<file path="src/rtl/neokeon_pkg.sv">
// Shared constants and FSM encoding for the Neokeon round-state unloader.
package neokeon_pkg;

  localparam int WORD_W          = 32;
  localparam int WORDS_PER_BLOCK = 4;
  localparam int BLOCK_W         = 128;
  localparam int CNT_W           = 2;

  typedef enum logic {
    ST_IDLE = 1'b0,
    ST_SEND = 1'b1
  } state_t;

endpackage

</file>
<file path="src/rtl/neokeon_word_mux.sv">
// Combinational selector: picks 32-bit word n of a 128-bit block, with word 0
// taken from the most significant end when MSW_FIRST is set.
module neokeon_word_mux
  import neokeon_pkg::*;
#(
  parameter bit MSW_FIRST = 1'b1
) (
  input  logic [BLOCK_W-1:0] i_block,
  input  logic [CNT_W-1:0]   i_sel,
  output logic [WORD_W-1:0]  o_word
);

  logic [CNT_W-1:0] w_sel;

  // With four words, counting from the top end is just the bitwise inverse.
  assign w_sel = MSW_FIRST ? ~i_sel : i_sel;

  always_comb begin
    o_word = '0;
    for (int i = 0; i < WORDS_PER_BLOCK; i++) begin
      if (w_sel == i[CNT_W-1:0]) o_word = i_block[i*WORD_W +: WORD_W];
    end
  end

endmodule

</file>
<file path="src/rtl/neokeon_round_unloader.sv">
// Captures a 128-bit Neokeon round state and streams it out as four 32-bit
// words over a valid/ready handshake. Optional byte parity: NEOKEON_UNLOAD_PARITY_EN.
module neokeon_round_unloader
  import neokeon_pkg::*;
#(
  parameter bit MSW_FIRST = 1'b1
) (
  input  logic               inClk,
  input  logic               inRstN,
  input  logic               inStart,
  input  logic [BLOCK_W-1:0] inData,
  output logic               outBusy,
  output logic               outValid,
  input  logic               inReady,
  output logic [WORD_W-1:0]  outWord,
  output logic               outLast,
  output logic               outDone
`ifdef NEOKEON_UNLOAD_PARITY_EN
  ,
  output logic [3:0]         outParity
`endif
);

  state_t             r_state, w_state_nxt;
  logic [CNT_W-1:0]   r_cnt, w_cnt_nxt;
  logic [BLOCK_W-1:0] r_shadow, w_shadow_nxt;
  logic               r_done, w_done_nxt;
  logic               w_send;
  logic [WORD_W-1:0]  w_word;

  always_ff @(posedge inClk or negedge inRstN) begin
    if (!inRstN) begin
      r_state  <= ST_IDLE;
      r_cnt    <= '0;
      r_shadow <= '0;
      r_done   <= 1'b0;
    end else begin
      r_state  <= w_state_nxt;
      r_cnt    <= w_cnt_nxt;
      r_shadow <= w_shadow_nxt;
      r_done   <= w_done_nxt;
    end
  end

  // inStart is only looked at in IDLE, so a busy frame can never be clobbered.
  always_comb begin
    w_state_nxt  = r_state;
    w_cnt_nxt    = r_cnt;
    w_shadow_nxt = r_shadow;
    w_done_nxt   = 1'b0;
    case (r_state)
      ST_IDLE: begin
        if (inStart) begin
          w_shadow_nxt = inData;
          w_cnt_nxt    = '0;
          w_state_nxt  = ST_SEND;
        end
      end
      ST_SEND: begin
        if (inReady) begin
          if (r_cnt == CNT_W'(WORDS_PER_BLOCK - 1)) begin
            w_state_nxt = ST_IDLE;
            w_done_nxt  = 1'b1;
          end else begin
            w_cnt_nxt = r_cnt + 1'b1;
          end
        end
      end
      default: w_state_nxt = ST_IDLE;
    endcase
  end

  neokeon_word_mux #(.MSW_FIRST(MSW_FIRST)) u_word_mux (
    .i_block (r_shadow),
    .i_sel   (r_cnt),
    .o_word  (w_word)
  );

  assign w_send   = (r_state == ST_SEND);
  assign outValid = w_send;
  assign outBusy  = w_send;
  assign outWord  = w_send ? w_word : '0;
  assign outLast  = w_send && (r_cnt == CNT_W'(WORDS_PER_BLOCK - 1));
  assign outDone  = r_done;

`ifdef NEOKEON_UNLOAD_PARITY_EN
  function automatic logic [3:0] byte_parity(input logic [WORD_W-1:0] word);
    logic [3:0] p;
    for (int i = 0; i < 4; i++) p[i] = ^word[8*i +: 8];
    return p;
  endfunction

  // outWord is already zero outside SEND, so its parity is zero there too.
  assign outParity = byte_parity(outWord);
`endif

endmodule

</file>
<file path="config.mk">
export PLATFORM = sky130hd
export DESIGN_NAME = neokeon_round_unloader
export DESIGN_NICKNAME = d
export VERILOG_FILES = /design/src/rtl/neokeon_pkg.sv /design/src/rtl/neokeon_word_mux.sv /design/src/rtl/neokeon_round_unloader.sv
export SDC_FILE = /design/constraint.sdc
export NUM_CORES = 1
export LEC_CHECK = 0
export ABC_AREA = 1
export BUFFER_PORTS_ARGS = -buffer_cell sky130_fd_sc_hd__buf_4
export CORE_MARGIN = 3
export CORE_UTILIZATION = 30
export CTS_BUF_LIST = sky130_fd_sc_hd__clkbuf_4
export CTS_CLUSTER_SIZE = 20
export DETAILED_ROUTE_END_ITERATION = 7
export MAX_ROUTING_LAYER = met4
export REMOVE_ABC_BUFFERS = 1
export SETUP_SLACK_MARGIN = 0.4
export SYNTH_ARGS = -nofsm -noshare
export SYNTH_HDL_FRONTEND = slang
export SYNTH_SLANG_ARGS = --single-unit
export TNS_END_PERCENT = 1
</file>
<file path="constraint.sdc">
create_clock -name inClk -period 1.4 [get_ports inClk]
set_input_delay 0.21 -clock inClk [delete_from_list [all_inputs] [get_ports inClk]]
set_output_delay 0.21 -clock inClk [all_outputs]
set_load 0.005 [all_outputs]
</file>
==> results of run 1 <==
-- worst register-to-register path: stages, from the launching register on --
cell and delay (ps):
dfrtp_1 410, buf_6 140, ha_4 210, buf_12 160, nor2_1 130, nand2_1 110, nand3_1 80, o21ai_0 80
-- path summary, 6_finish.rpt --
kind                                      startpoint                        end  slack [ps]
max                             r_cnt[1]$_DFFE_PN0P_                outWord[19]        -750
max in group asynchronous                     inRstN    r_shadow[1]$_DFFE_PN0P_         770
min in group inClk                           inStart   r_shadow[73]$_DFFE_PN0P_         240
min reg2reg                r_shadow[119]$_DFFE_PN0P_  r_shadow[119]$_DFFE_PN0P_         480
min                                           inRstN   r_shadow[63]$_DFFE_PN0P_         100
max reg2reg                     r_cnt[0]$_DFFE_PN0P_       r_cnt[0]$_DFFE_PN0P_         -30
-- flip-flops by register name, indices dropped and copies added, names as in the netlist --
register	count
r_shadow	128
outDone	1
outBusy	1
r_cnt	2
-- per-stage QoR --
stage | std cells | TNS, ps | hold slack (ps) | util (%) | cell area (um2)
global placement | 1234 | -6630 | 73.1 | 39.1 | 8090
detailed placement | 1234 | -7000 | 75.7 | 39.1 | 8090
floorplan | 764 | -148710 | -85.6 | - | 6050
global route | 1398 | -29470 | 43.6 | 49.3 | 10200
CTS | 1395 | -24830 | 37.5 | 47.8 | 9890
finish | 1398 | -22860 | 103 | 49.3 | 10200
-- cell type report --
cell class,instances,area [um2]
fill,2001,10500
sequential,132,3300
antenna,1,2.50
timing repair buffer,333,3160
clock inverter,8,62.6
tap,270,338
inverter,40,165
clock buffer,22,165
multi-input combinational,592,3010
-- per-layer routing --
metal	vias up	share of wire [%]	track usage, %	routed length, um
met2	261	49	31.9	10900
li1	3256	-	-	-
met3	31	5.9	3.18	1330
met1	3217	43	24.9	9690
met4	0	1.7	5.18	375
met5	-	0	-	0
-- power groups by stage --
stage | clock [mW] | sequential (mW) | combinational (mW)
floorplan | 0 | 6.18 | 4.42
global placement | 0 | 6.26 | 8.80
detailed placement | 0 | 6.30 | 8.89
CTS | 2.43 | 6.25 | 10.0
global route | 2.58 | 6.47 | 11.9
finish | 2.30 | 6.29 | 10.7
-- synth_stat cells, drive strengths merged --
master	count	share of area (%)
ha	4	0.78
inv	40	2.4
clkbuf	19	1.1
buf	49	5.0
nor2	36	2.1
nand3	131	10
o21ai	33	2.6
nand2	292	17
dfrtp	132	51
a21oi	96	7.5
-- cells by family after synthesis --
family / count (synthesis) / share of synthesized area (%)
and+or+nand+nor: 459 / 29.4
DFF: 132 / 51.3
AOI/OAI and AO/OA: 129 / 10.0
buffers and inverters: 108 / 8.51
adders and majority gates: 4 / 0.777
-- timing repair --
action	4_1_cts	5_1_grt
hold buffers	130	0
endpoints found under the setup margin	168	168
resized for setup	73	70
hold endpoints to repair	264	0
pin swaps	4	4
gates cloned	1	2
==> flow_summary_export.csv, run 1 <==
group,metric,value,unit
critical_path,critical-path-slowest-cell,"dfrtp_1",
logic_synthesis,ys_warn_count,0,
sta,finClkSkew,13.7,ps
global_routing,gr-total-overflow,0,
critical_path,worst-path-stages,7,
power,clkPwrFrac,11.9,%
min_path,min_path_type,"primary input to async pin",
die,fp.dieH,153,um
logic_synthesis,seq_area_frac_synth,51.3,%
cts,post-cts-setup-buffers,0,
cts,htree_num_levels,4,
route,wl_per_cell,15.9,um
sta,finalWorstSetupSlack,-747,ps
route,via_per_inst,4.84,
placement,portBuffers,167,
power,irDropWorstVdd,0.000928,V
power,power_per_cell_area,1890,nW/um2
global_routing,grt_use_total,19.3,%
placement,gp_congestion,0.755,
sta,setup-violations-final,37,
logic_synthesis,synthesis.instances,832,
critical_path,startpoint_type,"register",
route,num_vias,6765,
sta,period_needed,2150,ps
global_routing,antenna_found_initial,1,
critical_path,path_class,"register to primary output",
critical_path,reg2reg_depth,7,
sta,maxSlewViolCount,0,
power,swShare,41.5,%
global_routing,grt_pass1_wl,35.5,mm
global_routing,grt_max_degree,72,
sta,finalHoldViolCount,0,
placement,pre_cts_slack,-282,ps
power,pwr-share-seq,32.6,%
route,ant_nets,0,
cts,cts_root_buf,"clkbuf_4",
cells_and_area,layout_commonest_cell,"nand2_1",
logic_synthesis,synthesis.area,6440,um2
status,status,"complete, but fails checks",
cts,cts_tree,"done",
power,p_int,11.3,mW
cts,clock_latency,510,ps
status,violations,"negative setup slack",
cells_and_area,layout.nets,1252,
flow_run,timing.max_cap.violations,0,
route,drt-total-wl,22.3,mm
critical_path,path_cells,"inv_1 -> ha_4 -> inv_2 -> buf_4 -> o21ai_0 -> a21oi_2 -> buf_4",
die,core,20700,um2
global_routing,grt_pass1_vias,6883,
power,p_total,19.3,mW
cts,numCtsBuffers,17,
cts,clockBufferDepth,2,
critical_path,cpPeakStageDelay,410,ps
cts,clk_pin_slew,110,ps
die,die_w,153,um
logic_synthesis,ys_ff_latch,132,
die,initial_core_util,31.1,%
critical_path,worst-endpoint-required,1190,ps
critical_path,crit_arrival,1940,ps
power,p_switching,8.03,mW
cts,clock-sinks,132,
route,drt_iter0_markers,461,
route,dr.pass1.iters,5,
cells_and_area,most-common-layout-cells,"282 x nand2_1, 172 x buf_4, 131 x dfrtp_1",
critical_path,crit_path_end_kind,"primary output",
die,die_area,23300,um2
die,ioPinCount,168,
critical_path,path_delay_family,"buffers and inverters",
sta,max_freq,0.466,GHz
die,placementRows,52,
logic_synthesis,synth_cell_types,14,
cells_and_area,drive_gt1_share,28.6,%
sta,worst_pin_slew,330,ps
placement,place_hpwl,13.6,mm
sta,rsz0062_at_grt,"yes",
power,p_leak,5.08,nW
critical_path,path_common_cell,"buf_4",
power,p_comb_share,55.5,%
cells_and_area,syn2layout_area_growth,58.4,%
route,drc_errors,0,
critical_path,path_buf_inv,4,
sta,min_period_over_period,153,%
critical_path,crit_fanout,5,
logic_synthesis,syn_area_per_cell,7.74,um2
sta,slew_headroom,78.0,%
Note: power is estimated with default switching activity, not from simulation.
==> run 2: changes to the inputs <==
- CORE_UTILIZATION: 30 -> 50
- PLACE_DENSITY: not set -> 0.79
==> flow_summary_export.csv, run 2 (synthesis results as in run 1) <==
group,metric,value,unit
status,status,"complete, but fails checks",
status,violations,"design-rule violations, negative setup slack",
die,core,12300,um2
cells_and_area,drive_gt1_share,28.5,%
route,drc_errors,12,
die,die_area,14300,um2
critical_path,crit_fanout,9,
cts,htree_num_levels,4,
sta,finalHoldViolCount,0,
critical_path,startpoint_type,"register",
sta,period_needed,2210,ps
route,dr.pass1.iters,8,
critical_path,path_common_cell,"buf_4",
sta,min_period_over_period,158,%
placement,gp_congestion,0.817,
cells_and_area,largest_reg_flops,128,
critical_path,path_buf_inv,4,
critical_path,critical-path-slowest-cell,"dfrtp_1",
global_routing,gr-total-overflow,0,
critical_path,path_cells,"buf_4 -> buf_4 -> ha_4 -> buf_16 -> nand2_1 -> nand2_1 -> nand3_2 -> a21oi_2 -> buf_4",
sta,slew_headroom,76.1,%
die,die_w,120,um
route,via_per_inst,5.40,
critical_path,cpPeakStageDelay,380,ps
flow_run,timing.max_cap.violations,0,
placement,portBuffers,167,
critical_path,worst-endpoint-required,1190,ps
power,p_leak,5.11,nW
die,initial_core_util,52.3,%
cells_and_area,regMostFlops,"r_shadow",
route,ant_nets,0,
global_routing,grt_use_total,32.8,%
die,placementRows,40,
global_routing,grt_pass1_vias,7212,
power,irDropWorstVdd,0.00104,V
critical_path,path_class,"register to primary output",
placement,place_hpwl,11.9,mm
min_path,min_path_type,"primary input to async pin",
cells_and_area,layout_commonest_cell,"nand2_1",
sta,rsz0062_at_grt,"yes",
cts,numCtsBuffers,17,
sta,setup-violations-final,45,
sta,fin_hold_ws,132,ps
cts,clock_latency,540,ps
cells_and_area,utilization,81.8,%
cells_and_area,multi_input_area,2930,um2
cells_and_area,seq_area,3300,um2
cts,clk_pin_slew,100,ps
critical_path,reg2reg_depth,8,
global_routing,grt_pass1_wl,36.0,mm
cells_and_area,syn2layout_area_growth,56.3,%
route,num_vias,7036,
critical_path,r2r_end,"r_cnt[0]$_DFFE_PN0P_",
global_routing,grt_max_degree,74,
cells_and_area,layout.nets,1259,
critical_path,crit_path_end_kind,"primary output",
cts,cts_tree,"done",
cts,clock-sinks,132,
die,ioPinCount,168,
power,power_per_cell_area,1960,nW/um2
cells_and_area,fillCellCount,745,
critical_path,r2r-start,"r_cnt[0]$_DFFE_PN0P_",
sta,finalWorstSetupSlack,-812,ps
global_routing,antenna_found_initial,2,
critical_path,r2r_slack,-100,ps
die,fp.dieH,120,um
route,drt-total-wl,22.6,mm
cells_and_area,reg_top3,"r_shadow x128, r_cnt x2",
power,p_total,19.7,mW
route,wl_per_cell,17.3,um
cts,cts_root_buf,"clkbuf_4",
sta,finClkSkew,7.59,ps
critical_path,crit_arrival,2000,ps
sta,max_freq,0.452,GHz
cts,clockBufferDepth,2,
sta,maxSlewViolCount,0,
cells_and_area,most-common-layout-cells,"272 x nand2_1, 177 x buf_4, 132 x dfrtp_1",
sta,worst_pin_slew,358,ps
critical_path,path_delay_family,"buffers and inverters",
route,drt_iter0_markers,801,
[run 2: cell types whose count changed in the layout (fill, tap and decap cells not counted), sizes merged]
cell,previous run,this run
bufinv,1,3
buf,201,210
clkinv,7,6
diode,1,3
inv,39,40
clkinvlp,1,0
clkbuf,24,20
[run 2: area by class of cell]
class / instances / area share, %
tap: 168 / 2.09
inverter: 40 / 1.62
multi-input combinational: 592 / 29.1
clock buffer: 20 / 1.49
antenna: 3 / 0.0746
timing repair buffer: 340 / 31.7
sequential: 132 / 32.8
clock inverter: 9 / 1.13
[run 2: per-layer routing]
| metal | vias to the layer above | track usage (%) | wire, um |
|---|---|---|---|
| li1 | 3252 | - | - |
| met1 | 3327 | 38.9 | 8750 |
| met2 | 385 | 55.0 | 11500 |
| met3 | 72 | 7.78 | 1660 |
| met4 | 0 | 12.0 | 624 |
| met5 | - | - | 0 |
[run 2: worst max path at each step]
stage	slack (ps)	start	cells after the start	end
after floorplan	-970	outBusy$_DFF_PN0_	4	r_cnt[0]$_DFFE_PN0P_
after global placement	-180	r_cnt[0]$_DFFE_PN0P_	7	outWord[14]
after detailed placement	-250	r_cnt[1]$_DFFE_PN0P_	7	outWord[13]
after CTS	-780	r_cnt[1]$_DFFE_PN0P_	6	outWord[17]
after global routing	-950	r_cnt[0]$_DFFE_PN0P_	9	outWord[14]
final	-810	r_cnt[0]$_DFFE_PN0P_	9	outWord[14]
[run 2: timing repair]
item | 4_1_cts | 5_1_grt
cloned | 3 | 0
setup endpoints to repair | 168 | 168
setup buffers | 4 | 0
hold endpoints to repair | 264 | 0
gates resized for setup | 93 | 40
pin swaps | 6 | 8
hold buffers | 130 | 0
[run 2: power breakdown]
part | switching [mW] | internal (mW) | leakage [nW] | total (mW)
registers | 0.888 | 5.49 | 1.60 | 6.38
clock network | 1.29 | 1.24 | 0.146 | 2.52
logic | 5.93 | 4.88 | 3.37 | 10.8
total | 8.10 | 11.6 | 5.11 | 19.7
[run 2: metrics by stage]
step	std cells	setup slack [ps]	instance area [um2]	TNS, ps
2_1_floorplan	764	-972	6050	-148710
3_3_place_gp	1135	-175	7960	-4950
3_5_place_dp	1135	-250	7960	-6640
4_1_cts	1301	-784	9920	-25420
5_1_grt	1303	-954	10100	-32090
6_report	1304	-812	10100	-25490
==> run 3: changes to the inputs <==
- CTS_BUF_LIST: sky130_fd_sc_hd__clkbuf_4 -> sky130_fd_sc_hd__clkbuf_8
==> flow_summary_export.csv, run 3 (synthesis results as in run 1) <==
group,metric,value,unit
cells_and_area,layout_commonest_cell,"nand2_1",
route,drt-total-wl,21.4,mm
cells_and_area,drive_gt1_share,30.5,%
route,drt_iter0_markers,681,
cells_and_area,layout.nets,1213,
critical_path,crit_fanout,9,
die,initial_core_util,52.3,%
status,status,"complete, but fails checks",
sta,min_period_over_period,153,%
flow_run,timing.max_cap.violations,0,
cts,clk_pin_slew,70,ps
power,p_leak,4.98,nW
global_routing,grt_max_degree,74,
die,placementRows,40,
placement,gp_congestion,0.817,
global_routing,antenna_found_initial,0,
die,ioPinCount,168,
placement,portBuffers,167,
cells_and_area,reg_top3,"r_shadow x128, r_cnt x2",
die,fp.dieH,120,um
cells_and_area,most-common-layout-cells,"267 x nand2_1, 173 x buf_4, 131 x dfrtp_1",
cells_and_area,regMostFlops,"r_shadow",
power,irDropWorstVdd,0.00113,V
critical_path,crit_path_end_kind,"primary output",
critical_path,crit_arrival,1930,ps
critical_path,path_class,"register to primary output",
cells_and_area,diodes,0,
cts,clockBufferDepth,2,
cts,clock_latency,450,ps
sta,fin_tns_setup,-20600,ps
global_routing,gr-total-overflow,0,
die,die_w,120,um
cts,numCtsBuffers,17,
cts,cts_root_buf,"clkbuf_8",
route,via_per_inst,5.40,
sta,fin_hold_ws,16.6,ps
cts,htree_num_levels,4,
global_routing,grt_use_total,30.8,%
critical_path,cpPeakStageDelay,460,ps
cells_and_area,fillCellCount,819,
route,dr.pass1.iters,7,
critical_path,critical-path-slowest-cell,"dfrtp_2",
critical_path,startpoint_type,"register",
global_routing,grt_pass1_wl,34.0,mm
critical_path,worst-endpoint-required,1190,ps
sta,finClkSkew,5.21,ps
sta,finalWorstSetupSlack,-743,ps
sta,period_needed,2140,ps
sta,worst_pin_slew,352,ps
cells_and_area,syn2layout_area_growth,52.0,%
global_routing,grt_pass1_vias,6942,
sta,slew_headroom,76.5,%
critical_path,path_buf_inv,4,
critical_path,path_cells,"inv_2 -> ha_4 -> inv_2 -> buf_4 -> o21ai_0 -> a21oi_2 -> buf_4",
critical_path,path_delay_family,"buffers and inverters",
sta,rsz0062_at_grt,"yes",
cts,clock-sinks,132,
sta,maxSlewViolCount,0,
min_path,min_path_type,"primary input to register",
power,p_total,20.4,mW
placement,place_hpwl,11.9,mm
route,num_vias,6780,
route,wl_per_cell,17.1,um
sta,finalHoldViolCount,0,
power,power_per_cell_area,2090,nW/um2
cts,cts_tree,"done",
route,drc_errors,0,
cells_and_area,largest_reg_flops,128,
status,violations,"negative setup slack",
sta,max_freq,0.467,GHz
route,ant_nets,0,
die,core,12300,um2
sta,setup-violations-final,36,
die,die_area,14300,um2
==> run 3: cell types whose count changed in the layout (fill, tap and decap cells not counted), sizes merged <==
cell / delta
clkinv: -5
buf: -4
clkbuf: +2
diode: -3
inv: +3
dlygate4sd3: -42
==> run 3: path summary, 6_finish.rpt <==
path,from,end,slack [ps],cells past startpoint
setup reg to reg,outBusy$_DFF_PN0_,r_shadow[35]$_DFFE_PN0P_,-10,6
setup / recovery,r_cnt[1]$_DFFE_PN0P_,outWord[27],-740,7
max in group asynchronous,inRstN,r_shadow[30]$_DFFE_PN0P_,630,3
min in group asynchronous,inRstN,r_shadow[72]$_DFFE_PN0P_,230,2
hold / removal,inData[90],r_shadow[90]$_DFFE_PN0P_,20,3
hold reg to reg,r_shadow[123]$_DFFE_PN0P_,r_shadow[123]$_DFFE_PN0P_,470,2
==> run 3: timing repair <==
action,4_1_cts,5_1_grt
gates cloned,2,0
setup buffers,1,0
endpoints found under the hold margin,160,1
resized for setup,120,32
hold buffers,87,1
setup endpoints to repair,168,168
pin swaps,4,7
==> run 3: where the power goes <==
part | switching (mW) | leakage, nW | internal (mW)
Clock | 1.37 | 0.220 | 1.95
Sequential | 0.925 | 1.60 | 5.51
Combinational | 5.88 | 3.17 | 4.80
Total | 8.17 | 4.98 | 12.3
==> run 3: final cells by class <==
cell class / instances / area (um2) / share of cell area (%)
Multi-Input combinational cell: 592 / 2960 / 30.3
Clock inverter: 7 / 106 / 1.09
Tap cell: 168 / 210 / 2.15
Clock buffer: 22 / 303 / 3.09
Inverter: 40 / 163 / 1.66
Sequential cell: 132 / 3300 / 33.7
Timing Repair Buffer: 294 / 2740 / 28.0
==> run 3: metrics by stage <==
stage          cells  worst slack [ps]  cell area (um2)  utilization [%]
3_5_place_dp    1135              -250             7960             64.6
5_1_grt         1255              -834             9790             79.5
3_3_place_gp    1135              -175             7960             64.6
2_1_floorplan    764              -972             6050                -
6_report        1255              -743             9790             79.5
4_1_cts         1254              -647             9670             78.5
==> run 3: routing by layer <==
| metal | vias to the layer above | track usage [%] | part of all wire [%] |
|---|---|---|---|
| li1 | 3166 | - | - |
| met1 | 3187 | 36.9 | 39 |
| met2 | 372 | 51.4 | 51 |
| met3 | 55 | 7.35 | 8.0 |
| met4 | 0 | 10.5 | 2.5 |
| met5 | - | - | 0 |
==> run 3: worst reg2reg max path, cell delays in order, from the launching register on <==
cell	delay, ps
dfrtp_1	400
buf_12	210
inv_8	70
nand2_8	100
buf_16	320
nor2_1	100
a21oi_1	120
